--- src/rtl/rep3_pkg.sv ---
// Shared types and line-code constants for the triple-repetition transmitter.
package rep3_pkg;

    typedef enum logic [1:0] {
        IDLE,
        START,
        DATA,
        STOP
    } tx_state_t;

    localparam int REP = 3;

    localparam logic START_LVL = 1'b0;
    localparam logic STOP_LVL  = 1'b1;
    localparam logic IDLE_LVL  = 1'b1;

endpackage

--- src/rtl/rep3_chip_timer.sv ---
// Chip timing: a clock divider whose wrap is the chip strobe, plus a chip counter
// that marks the last of the REP chips making up one frame bit.
module rep3_chip_timer
    import rep3_pkg::*;
#(
    parameter int CLKS_PER_CHIP = 1
) (
    input  logic i_clk,
    input  logic i_rst_n,
    input  logic i_clear,
    input  logic i_run,
    output logic o_chip_stb,
    output logic o_bit_end
);

    localparam int               DIV_W     = (CLKS_PER_CHIP > 1) ? $clog2(CLKS_PER_CHIP) : 1;
    localparam logic [DIV_W-1:0] DIV_LAST  = DIV_W'(CLKS_PER_CHIP - 1);
    localparam logic [1:0]       CHIP_LAST = 2'(REP - 1);

    logic [DIV_W-1:0] r_div;
    logic [1:0]       r_chip;

    assign o_chip_stb = i_run && (r_div == DIV_LAST);
    // Level, not pulse: the current chip is the last one of the frame bit.
    assign o_bit_end  = (r_chip == CHIP_LAST);

    always_ff @(posedge i_clk) begin
        if (!i_rst_n) begin
            r_div  <= '0;
            r_chip <= '0;
        end else if (i_clear) begin
            r_div  <= '0;
            r_chip <= '0;
        end else if (o_chip_stb) begin
            r_div  <= '0;
            r_chip <= (r_chip == CHIP_LAST) ? 2'd0 : r_chip + 2'd1;
        end else if (i_run) begin
            r_div  <= r_div + DIV_W'(1);
        end
    end

endmodule

--- src/rtl/rep3_tx.sv ---
// Triple-repetition serial transmitter: frames a parallel word as start, DATA_W
// data bits LSB first, stop, and sends every frame bit as REP identical chips.
module rep3_tx
    import rep3_pkg::*;
#(
    parameter int DATA_W        = 8,
    parameter int CLKS_PER_CHIP = 1
) (
    input  logic              CLK,
    input  logic              RST_N,
    input  logic [DATA_W-1:0] DIN,
    input  logic              VALID,
    output logic              READY,
    output logic              TXD,
    output logic              BUSY,
    output logic              DONE
);

    localparam int               IDX_W    = $clog2(DATA_W + 1);
    localparam logic [IDX_W-1:0] LAST_IDX = IDX_W'(DATA_W - 1);

    if (DATA_W < 1 || DATA_W > 16) begin : g_bad_data_w
        $error("rep3_tx: DATA_W must be in 1..16");
    end
    if (CLKS_PER_CHIP < 1 || CLKS_PER_CHIP > 1024) begin : g_bad_clks_per_chip
        $error("rep3_tx: CLKS_PER_CHIP must be in 1..1024");
    end

    tx_state_t         r_state,   w_state_nxt;
    logic [DATA_W-1:0] r_shift,   w_shift_nxt;
    logic [IDX_W-1:0]  r_bit_idx, w_bit_idx_nxt;
    logic              r_txd,     w_txd_nxt;
    logic              r_busy,    w_busy_nxt;
    logic              r_done,    w_done_nxt;
    logic [DATA_W-1:0] w_shift_dn;
    logic              w_hs;
    logic              w_run;
    logic              w_chip_stb;
    logic              w_bit_end;
    logic              w_bit_done;

    assign w_run      = (r_state != IDLE);
    assign w_bit_done = w_chip_stb && w_bit_end;
    assign w_shift_dn = r_shift >> 1;

    rep3_chip_timer #(
        .CLKS_PER_CHIP(CLKS_PER_CHIP)
    ) u_timer (
        .i_clk      (CLK),
        .i_rst_n    (RST_N),
        .i_clear    (w_hs),
        .i_run      (w_run),
        .o_chip_stb (w_chip_stb),
        .o_bit_end  (w_bit_end)
    );

    always_comb begin
        // NOTE: every output of this block gets a default first, so no path leaves one unassigned and no latch is inferred.
        w_state_nxt   = r_state;
        w_shift_nxt   = r_shift;
        w_bit_idx_nxt = r_bit_idx;
        w_txd_nxt     = r_txd;
        w_busy_nxt    = r_busy;
        w_done_nxt    = 1'b0;
        w_hs          = 1'b0;

        case (r_state)
            IDLE: begin
                w_txd_nxt  = IDLE_LVL;
                w_busy_nxt = 1'b0;
                if (VALID) begin
                    w_hs          = 1'b1;
                    w_shift_nxt   = DIN;
                    w_bit_idx_nxt = '0;
                    w_txd_nxt     = START_LVL;
                    w_busy_nxt    = 1'b1;
                    w_state_nxt   = START;
                end
            end
            START: begin
                if (w_bit_done) begin
                    w_txd_nxt   = r_shift[0];
                    w_state_nxt = DATA;
                end
            end
            DATA: begin
                if (w_bit_done) begin
                    w_shift_nxt   = w_shift_dn;
                    w_bit_idx_nxt = r_bit_idx + IDX_W'(1);
                    if (r_bit_idx == LAST_IDX) begin
                        w_txd_nxt   = STOP_LVL;
                        w_state_nxt = STOP;
                    end else begin
                        w_txd_nxt   = w_shift_dn[0];
                    end
                end
            end
            STOP: begin
                if (w_bit_done) begin
                    w_txd_nxt   = IDLE_LVL;
                    w_busy_nxt  = 1'b0;
                    w_done_nxt  = 1'b1;
                    w_state_nxt = IDLE;
                end
            end
            default: w_state_nxt = IDLE;
        endcase
    end

    // NOTE: state registers use non-blocking assignments so every flop samples pre-edge values, independent of statement order.
    always_ff @(posedge CLK) begin
        if (!RST_N) begin
            r_state   <= IDLE;
            r_shift   <= '0;
            r_bit_idx <= '0;
            r_txd     <= IDLE_LVL;
            r_busy    <= 1'b0;
            r_done    <= 1'b0;
        end else begin
            r_state   <= w_state_nxt;
            r_shift   <= w_shift_nxt;
            r_bit_idx <= w_bit_idx_nxt;
            r_txd     <= w_txd_nxt;
            r_busy    <= w_busy_nxt;
            r_done    <= w_done_nxt;
        end
    end

    assign READY = (r_state == IDLE);
    assign TXD   = r_txd;
    assign BUSY  = r_busy;
    assign DONE  = r_done;

endmodule

--- config.mk ---
export PLATFORM = sky130hd
export DESIGN_NAME = rep3_tx
export DESIGN_NICKNAME = d
export VERILOG_FILES = /design/src/rtl/rep3_pkg.sv /design/src/rtl/rep3_chip_timer.sv /design/src/rtl/rep3_tx.sv
export SDC_FILE = /design/constraint.sdc
export NUM_CORES = 1
export LEC_CHECK = 0
export ABC_AREA = 1
export CORE_MARGIN = 2
export CORE_UTILIZATION = 56
export CTS_BUF_LIST = sky130_fd_sc_hd__clkbuf_4
export CTS_CLUSTER_DIAMETER = 40
export DETAILED_ROUTE_END_ITERATION = 10
export PLACE_DENSITY = 0.78
export SYNTH_ARGS = -nofsm -noshare
export SYNTH_HDL_FRONTEND = slang
export SYNTH_SLANG_ARGS = --single-unit
--- constraint.sdc ---
create_clock -name CLK -period 2.13 [get_ports CLK]
set_clock_uncertainty 0.2 [all_clocks]
set_input_delay 0.426 -clock CLK [delete_from_list [all_inputs] [get_ports CLK]]
set_output_delay 0.426 -clock CLK [all_outputs]
set_load 0.02 [all_outputs]
==> key figures, run 1 <==
Die
  • Initial core utilization: 58.0%
  • Site row count: 16
  • Chip Height: 48.4 um
  • IO Pins: 15
  • Die span in x: 48.4 um
  • Total core area: 1900 um2
  • Total die area: 2340 um2

Worst setup path
  • CP startpoint kind: flop
  • Max incr delay on CP: 0.38 ns
  • Reg2reg start: r_state[0]
  • Critical Path Fanout Max: 5
  • Worst-path cell with the longest stage delay: dfxtp_1
  • Worst reg2reg setup slack: 0.31 ns
  • Endpoint of the worst register-to-register path: r_bit_idx[3]
  • Critical path start-end classification: flop to output pin
  • Sort of element at the end of the critical path: output pin
  • Worst EP arrival: 1.37 ns
  • Cells along the critical path: inv_1 -> ha_1 -> dlygate4sd2_1
  • Cells on worst reg2reg path: 10
  • Required time at the worst-slack endpoint: 1.50 ns

Synth
  • Total nets after synthesis: 172
  • Syn Std Cell Area: 1100 um2
  • Yosys cell types: 24
  • Ranking of synthesized cells by area: dfxtp_1, nand2_1, a21oi_1
  • Area share of the largest cell type after synthesis: 36.3%
  • Leading register cell type out of synthesis: dfxtp_1
  • Synth top cells by count: nand2_1, dfxtp_1, inv_1
  • Proportion of synthesized chip area in sequential cells: 36.3%
  • Yosys top cell by area: dfxtp_1
  • #FFs+latches synth: 20
  • Count of yosys warnings during synthesis: 0
  • Synthesized area per cell: 7.07 um2
  • Share of async-settable or async-resettable flops after synthesis: 0%
  • Post-synth EDFFs: 0
  • Post-Synthesis Cells: 156
  • Most instantiated library cell after synthesis: nand2_1

CTS
  • Number of CTS-inserted buffers: 3
  • Maximum level of the CTS H-tree: 1
  • Total clock sinks: 20
  • TritonCTS clock tree: yes
  • Postcts setup bufs: 0
  • CTS Buffer Depth: 2
  • Cell at the root of the clock tree: clkbuf_4
  • Clock latency on the worst-skew pair: 0.30 ns
  • CTS clock-pin slew for the worst setup and hold paths: 0.11 ns

Global routing
  • Global-route wire length before repair: 3.87 mm
  • Combined global-route utilization of all metal layers: 20.5%
  • Number of antenna violations at the first check in global routing: 0
  • Maximum number of pins on one net before global-route repair: 15
  • Sum of overflow across all layers after global routing: 0
  • Via count of the first global-routing pass: 936

STA
  • Period utilisation layout: 93.6%
  • Max-slew violations: 0
  • Min Tclk post-route: 1.99 ns
  • Highest clock rate: 501 MHz
  • Final Setup Violations: 0
  • Total Neg Setup Slack: 0 ns
  • Slew at the pin closest to its max-slew limit: 0.346 ns
  • Final count of hold timing violations: 0
  • Unrepaired setup endpoints after global routing: false
  • Remaining max-slew budget at the tightest pin: 76.9%

Cells and area
  • Layout cell share with drive strength beyond 1: 10.3%
  • # nets final: 191
  • Number of inserted diodes: 0
  • Core Util, Final: 69.1%
  • Area growth from synthesis to layout: 19.3%

Route
  • Initial detailed-routing violation count: 23
  • Pre-antenna DRT Iters: 4
  • Detailed Route WL: 2.20 mm
  • Number of remaining DRC errors: 0
  • Via/cell ratio: 5.06
  • Routed length per placed instance: 10.9 um
  • Post-route antenna net violation count: 0
  • Via Count: 1017

Power and ir drop
  • Leakage: 0.600 nW
  • Cell Pwr Density: 1410 nW/um2
  • Worst vdd ir: 1.09 mV

Min path
  • Worst Min Path Start: u_timer.r_div
  • Type of the tightest min-delay check: flop to flop
  • Hold-critical path endpoint: u_timer.r_div
  • Hold Path Cell Cnt: 2

Placed design
  • HPWL reported at the end of detailed placement: 1.67 mm
  • Routability congestion estimate: 0.794
  • Number of buffers added on ports: 14

Outcome
  • Run status: complete, no violations

Run
  • MaxCap Viol Count: 0
registers in the layout (all words and copies together), names as in the netlist:
| signal | cells |
|---|---|
| r_shift | 8 |
| r_bit_idx | 4 |
| r_state | 2 |
| u_timer.r_chip | 2 |
| BUSY | 1 |
| DONE | 1 |
| TXD | 1 |
| u_timer.r_div | 1 |
through the flow:
| stage | hold WS (ns) | power, mW | instance area, um2 | cells | setup WS, ns |
|---|---|---|---|---|---|
| finish | 0.254 | 1.85 | 1320 | 201 | 0.135 |
| global route | 0.297 | 2.00 | 1320 | 201 | 0.0732 |
| detailed placement | 0.238 | 1.54 | 1260 | 197 | 0.207 |
| global placement | 0.234 | 1.52 | 1260 | 197 | 0.238 |
| floorplan | 0.227 | 1.35 | 1100 | 156 | 0.449 |
| CTS | 0.255 | 1.85 | 1320 | 201 | 0.128 |
worst max path at each step:
stage	from	endpoint	slack (ns)	cells past startpoint
after floorplan	r_state[0]	r_bit_idx[3]	0.45	9
after global placement	r_state[0]	READY	0.24	3
after detailed placement	r_state[1]	READY	0.21	3
after CTS	r_state[0]	READY	0.13	3
after global routing	r_state[1]	READY	0.07	3
final	r_state[0]	READY	0.14	3
power breakdown:
part	internal, mW	switching [mW]
registers	0.475	0.0593
logic	0.369	0.640
clock network	0.190	0.118
total	1.03	0.818
per-layer routing:
layer	up-vias	global-route usage, %	routed length (um)
met5	-	0	0
met3	2	4.01	67
met4	0	8.10	14
li1	532	-	-
met2	23	33.6	1040
met1	460	26.9	1080
kinds of logic (layout without fill, tap and decap cells):
family	Yosys count	after routing	synth area share, %
simple gates	90	90	38.6
buf+inv	22	40	10.3
flops	20	20	36.3
compound gates	19	19	9.08
fa+ha+maj	5	5	5.68
layout make-up:
cell class              count  area (um2)
multi-input cells         114         588
inverters                  17        63.8
clock inverters             1        30.0
clock buffers               3        22.5
repair buffers             19         176
fillers                   158         587
flip-flops and latches     20         400
well taps                  27        33.8
worst max-delay path: cells and delay by family, from the launching register on:
family | cells | cell delay (ns)
buf+inv | 2 | 0.43
fa+ha+maj | 1 | 0.27
flops | 1 | 0.38
cells in the final DEF, fill, tap and decap left out:
cell,n
ha_1,5
nand3_2,1
nand2_1,50
clkdlybuf4s50_1,13
nand3b_1,1
and2_2,1
a21oi_1,14
nand3_1,14
nor2_1,11
dfxtp_1,20
dlygate4sd2_1,1
nand2_8,1
buf_4,5
nand2_2,1
o21bai_1,1
o21ai_0,3
bufinv_16,1
nand2_4,1
nor2_2,2
a211oi_1,1
inv_1,17
nand4_1,3
clkbuf_4,3
nor2_4,2
nor3_1,2
timing repair:
item | CTS | global route
setup endpoints to repair | 1 | 0
hold buffers | 0 | 0
gates resized for setup | 1 | 0
Power figures use the tool's default switching activity.
==> inputs of run 2 (changes only) <==
--- a/config.mk
+++ b/config.mk
@@ -12,6 +12,8 @@
 export CTS_CLUSTER_DIAMETER = 40
 export DETAILED_ROUTE_END_ITERATION = 10
 export PLACE_DENSITY = 0.78
+export SKIP_CTS_REPAIR_TIMING = 1
 export SYNTH_ARGS = -nofsm -noshare
 export SYNTH_HDL_FRONTEND = slang
 export SYNTH_SLANG_ARGS = --single-unit
+export TNS_END_PERCENT = 5
==> key figures, run 2 (synthesis gave the netlist of run 1 again) <==
Worst setup path
  • Worst EP arrival: 1.26 ns (was 1.37 ns)
  • Worst-path cell with the longest stage delay: dfxtp_1 (unchanged)
  • Cells on worst reg2reg path: 10 (unchanged)
  • Max incr delay on CP: 0.35 ns (was 0.38 ns)
  • Sort of element at the end of the critical path: output pin (unchanged)
  • Critical path start-end classification: flop to output pin (unchanged)
  • Required time at the worst-slack endpoint: 1.50 ns (about the same)
  • Critical Path Fanout Max: 5 (unchanged)
  • CP startpoint kind: flop (unchanged)
  • Cells along the critical path: inv_1 -> ha_1 -> dlymetal6s2s_1 (was inv_1 -> ha_1 -> dlygate4sd2_1)

Cells and area
  • Number of flip-flops in the largest register: 8 (unchanged)
  • Largest registers: r_shift (8), r_bit_idx (4) (unchanged)
  • Most common cell after layout, fill and taps aside: nand2_1 (unchanged)
  • Number of inserted diodes: 0 (unchanged)
  • Area growth from synthesis to layout: 19.6% (was 19.3%)
  • Cell Count, Final, Fillers Out: 201 (unchanged)
  • Core Util, Final: 69.3% (was 69.1%)
  • Most used cells in the layout excluding fill and tap cells: nand2_1, dfxtp_1, inv_1, nand3_1, a21oi_1 (unchanged)
  • # nets final: 191 (unchanged)
  • Layout cell share with drive strength beyond 1: 10.3% (unchanged)
  • Final design area excluding fillers: 1320 um2 (about the same)
  • Most flops, register: r_shift (unchanged)

Die
  • IO Pins: 15 (unchanged)
  • Die span in x: 48.4 um (unchanged)
  • Chip Height: 48.4 um (unchanged)
  • Total die area: 2340 um2 (unchanged)
  • Total core area: 1900 um2 (unchanged)
  • Initial core utilization: 58.0% (unchanged)
  • Site row count: 16 (unchanged)

CTS
  • TritonCTS clock tree: yes (unchanged)
  • Clock latency on the worst-skew pair: 0.30 ns (about the same)
  • Number of CTS-inserted buffers: 3 (unchanged)
  • Total clock sinks: 20 (unchanged)
  • CTS Buffer Depth: 2 (unchanged)
  • Cell at the root of the clock tree: clkbuf_4 (unchanged)
  • Maximum level of the CTS H-tree: 1 (unchanged)
  • CTS clock-pin slew for the worst setup and hold paths: 0.11 ns (about the same)

STA
  • Period utilisation layout: 88.3% (was 93.6%)
  • Unrepaired setup endpoints after global routing: false (unchanged)
  • Highest clock rate: 531 MHz (was 501 MHz)
  • Remaining max-slew budget at the tightest pin: 76.8% (was 76.9%)
  • Slew at the pin closest to its max-slew limit: 0.347 ns (was 0.346 ns)
  • Final Setup Violations: 0 (unchanged)
  • Minimum hold slack: 0.254 ns (unchanged)
  • Final count of hold timing violations: 0 (unchanged)
  • Total Neg Setup Slack: 0 ns (unchanged)
  • Max-slew violations: 0 (unchanged)
  • Min Tclk post-route: 1.88 ns (was 1.99 ns)
  • Post-route worst setup slack: 0.248 ns (was 0.135 ns)

Route
  • Via Count: 1015 (was 1017)
  • Routed length per placed instance: 10.9 um (about the same)
  • Detailed Route WL: 2.19 mm (was 2.20 mm)
  • Pre-antenna DRT Iters: 4 (unchanged)
  • Via/cell ratio: 5.05 (was 5.06)
  • Number of remaining DRC errors: 0 (unchanged)
  • Initial detailed-routing violation count: 23 (unchanged)
  • Post-route antenna net violation count: 0 (unchanged)

Global routing
  • Global-route wire length before repair: 3.87 mm (unchanged)
  • Met3 track demand over resource in global routing: 4.01% (unchanged)
  • Number of antenna violations at the first check in global routing: 0 (unchanged)
  • Busiest metal layer after global routing: met2 (unchanged)
  • Maximum number of pins on one net before global-route repair: 15 (unchanged)
  • Sum of overflow across all layers after global routing: 0 (unchanged)
  • Via count of the first global-routing pass: 936 (unchanged)
  • Combined global-route utilization of all metal layers: 20.5% (unchanged)
  • Met1 usage: 26.9% (unchanged)
  • Global-route met2 utilization: 33.6% (unchanged)

Power and ir drop
  • Worst vdd ir: 1.09 mV (about the same)
  • Cell Pwr Density: 1410 nW/um2 (about the same)
  • Total power of the final layout: 1.86 mW (was 1.85 mW)
  • Leakage: 0.606 nW (was 0.600 nW)

Placed design
  • Post-detailed-placement cell area: 1260 um2 (unchanged)
  • Routability congestion estimate: 0.794 (unchanged)
  • Setup slack at placement: 0.207 ns (unchanged)
  • Number of buffers added on ports: 14 (unchanged)
  • HPWL reported at the end of detailed placement: 1.67 mm (unchanged)
  • Placed Cells incl. Taps: 197 (unchanged)

Run
  • MaxCap Viol Count: 0 (unchanged)

Min path
  • Type of the tightest min-delay check: flop to flop (unchanged)
  • Hold Path Cell Cnt: 2 (unchanged)

Outcome
  • Run status: complete, no violations (unchanged)
## run 2: cell types whose count changed in the layout (fill, tap and decap cells not counted)
cell,delta
dlymetal6s2s_1,+1
dlygate4sd2_1,-1
## run 2: final timing paths
path,from,to,slack [ns]
hold / removal,u_timer.r_div,u_timer.r_div,0.25
hold reg to reg,u_timer.r_div,u_timer.r_div,0.25
setup reg to reg,r_state[0],r_bit_idx[3],0.31
setup / recovery,r_state[0],READY,0.25
## run 2: layer usage
metal,vias to the layer above,part of all wire [%]
met2,19,47
met1,462,49
met3,2,2.8
li1,532,-
met5,-,0
met4,0,0.64
## run 2: final cells by class
| cell class | count | area (um2) |
|---|---|---|
| tap | 27 | 33.8 |
| timing repair buffer | 19 | 180 |
| multi-input combinational | 114 | 588 |
| inverter | 17 | 63.8 |
| fill | 158 | 583 |
| clock inverter | 1 | 30.0 |
| clock buffer | 3 | 22.5 |
| sequential | 20 | 400 |
## run 2: worst max-delay path: cells and delay by family (launching register included)
kind       cells  cell delay (ns)
fa+ha+maj      1             0.26
flops          1             0.35
buf+inv        2             0.35
## run 2: power breakdown
part,internal (mW),switching (mW),total (mW)
combinational,0.376,0.639,1.02
clock,0.190,0.119,0.309
sequential,0.475,0.0594,0.534
total,1.04,0.817,1.86
==> inputs of run 3 (changes only) <==
--- a/config.mk
+++ b/config.mk
@@ -12,6 +12,7 @@
 export CTS_CLUSTER_DIAMETER = 40
 export DETAILED_ROUTE_END_ITERATION = 10
 export PLACE_DENSITY = 0.78
+export SETUP_SLACK_MARGIN = 0.3
 export SKIP_CTS_REPAIR_TIMING = 1
 export SYNTH_ARGS = -nofsm -noshare
 export SYNTH_HDL_FRONTEND = slang
==> key figures, run 3 (synthesis gave the netlist of run 1 again) <==
Outcome
  • Run status: complete, no violations (unchanged)

Cells and area
  • Most used cells in the layout excluding fill and tap cells: nand2_1, dfxtp_1, inv_1, nand3_1, a21oi_1 (unchanged)
  • # nets final: 191 (unchanged)
  • Number of flip-flops in the largest register: 8 (unchanged)
  • Largest registers: r_shift (8), r_bit_idx (4) (unchanged)
  • Layout cell share with drive strength beyond 1: 12.1% (was 10.3%)
  • Area growth from synthesis to layout: 19.9% (was 19.6%)
  • Most flops, register: r_shift (unchanged)
  • Most common cell after layout, fill and taps aside: nand2_1 (unchanged)
  • Number of inserted diodes: 0 (unchanged)

Worst setup path
  • Max incr delay on CP: 0.60 ns (was 0.35 ns)
  • Worst EP arrival: 1.25 ns (was 1.26 ns)
  • Worst-path cell with the longest stage delay: clkdlybuf4s50_1 (was dfxtp_1)
  • Sort of element at the end of the critical path: output pin (unchanged)
  • CP startpoint kind: flop (unchanged)
  • Reg2reg start: r_state[0] (unchanged)
  • Critical path start-end classification: flop to output pin (unchanged)
  • Cells along the critical path: clkdlybuf4s50_1 (was inv_1 -> ha_1 -> dlymetal6s2s_1)
  • CP Buf/Inv Count: 1 (was 2)
  • Critical Path Fanout Max: 2 (was 5)
  • Required time at the worst-slack endpoint: 1.50 ns (about the same)
  • Largest delay contributor family on the critical path: buffers and inverters (was flip-flops)
  • Critical path origin: BUSY (was r_state[0])

CTS
  • Cell at the root of the clock tree: clkbuf_4 (unchanged)
  • TritonCTS clock tree: yes (unchanged)
  • Maximum level of the CTS H-tree: 1 (unchanged)
  • Number of CTS-inserted buffers: 3 (unchanged)
  • CTS Buffer Depth: 2 (unchanged)
  • CTS clock-pin slew for the worst setup and hold paths: 0.12 ns (was 0.11 ns)
  • Total clock sinks: 20 (unchanged)
  • Clock latency on the worst-skew pair: 0.30 ns (about the same)

Route
  • Detailed Route WL: 2.21 mm (was 2.19 mm)
  • Pre-antenna DRT Iters: 4 (unchanged)
  • Number of remaining DRC errors: 0 (unchanged)
  • Routed length per placed instance: 11.0 um (was 10.9 um)
  • Via/cell ratio: 5.10 (was 5.05)
  • Via Count: 1025 (was 1015)
  • Post-route antenna net violation count: 0 (unchanged)
  • Initial detailed-routing violation count: 25 (was 23)

STA
  • Minimum hold slack: 0.269 ns (was 0.254 ns)
  • Final count of hold timing violations: 0 (unchanged)
  • Highest clock rate: 534 MHz (was 531 MHz)
  • Period utilisation layout: 87.9% (was 88.3%)
  • Max-slew violations: 0 (unchanged)
  • Unrepaired setup endpoints after global routing: true (was false)
  • Min Tclk post-route: 1.87 ns (was 1.88 ns)
  • Slew at the pin closest to its max-slew limit: 0.346 ns (was 0.347 ns)
  • Post-route worst setup slack: 0.258 ns (was 0.248 ns)
  • Remaining max-slew budget at the tightest pin: 76.9% (was 76.8%)
  • Final Setup Violations: 0 (unchanged)

Run
  • MaxCap Viol Count: 0 (unchanged)

Global routing
  • Global-route wire length before repair: 3.87 mm (unchanged)
  • Combined global-route utilization of all metal layers: 20.5% (unchanged)
  • Number of antenna violations at the first check in global routing: 0 (unchanged)
  • Via count of the first global-routing pass: 936 (unchanged)
  • Sum of overflow across all layers after global routing: 0 (unchanged)
  • Maximum number of pins on one net before global-route repair: 15 (unchanged)

Die
  • Initial core utilization: 58.0% (unchanged)
  • Chip Height: 48.4 um (unchanged)
  • Site row count: 16 (unchanged)
  • Die span in x: 48.4 um (unchanged)
  • IO Pins: 15 (unchanged)
  • Total die area: 2340 um2 (unchanged)
  • Total core area: 1900 um2 (unchanged)

Min path
  • Type of the tightest min-delay check: flop to flop (unchanged)
  • Worst Min Path Start: r_shift[2] (was u_timer.r_div)

Power and ir drop
  • Leakage: 0.603 nW (was 0.606 nW)
  • Cell Pwr Density: 1410 nW/um2 (about the same)
  • Worst vdd ir: 1.10 mV (was 1.09 mV)

Placed design
  • Routability congestion estimate: 0.794 (unchanged)
  • Setup slack at placement: 0.207 ns (unchanged)
  • Number of buffers added on ports: 14 (unchanged)
  • HPWL reported at the end of detailed placement: 1.67 mm (unchanged)
-- run 3: cell types whose count changed in the layout (fill, tap and decap cells not counted) --
cell / before / now
clkdlybuf4s50_1: 13 / 12
ha_1: 5 / 4
inv_1: 17 / 16
inv_2: 0 / 1
nor2_2: 2 / 1
nor2_4: 2 / 3
ha_2: 0 / 1
clkbuf_2: 0 / 1
-- run 3: final cells by class --
cell class                 count  area [um2]
multi-input combinational    114         596
fill                         162         581
sequential                    20         400
timing repair buffer          19         175
inverter                      17        63.8
tap                           27        33.8
clock inverter                 1        30.0
clock buffer                   3        22.5
-- run 3: final timing paths --
check,endpoint,slack (ns),cells past startpoint
setup / recovery,BUSY,0.26,1
hold / removal,r_shift[2],0.27,2
setup reg to reg,r_state[1],0.35,9
hold reg to reg,r_shift[2],0.27,2
-- run 3: metrics by stage --
step | std cells | util [%] | area, um2 | power (mW) | TNS [ns]
floorplan | 156 | - | 1100 | 1.35 | 0
global placement | 197 | 66.4 | 1260 | 1.52 | 0
detailed placement | 197 | 66.4 | 1260 | 1.54 | 0
CTS | 201 | 69.2 | 1320 | 1.86 | -0.149
global route | 201 | 69.5 | 1320 | 2.02 | 0
finish | 201 | 69.5 | 1320 | 1.87 | 0
-- run 3: power breakdown --
part	internal (mW)	leakage (nW)	switching (mW)
registers	0.475	0.164	0.0588
clock network	0.190	0.0279	0.120
logic	0.375	0.411	0.649
-- run 3: layer usage --
metal | up-vias | track usage [%] | wire (um)
li1 | 534 | - | -
met5 | - | 0 | 0
met3 | 2 | 4.01 | 101
met4 | 0 | 8.10 | 14
met2 | 23 | 33.6 | 1070
met1 | 466 | 26.9 | 1030
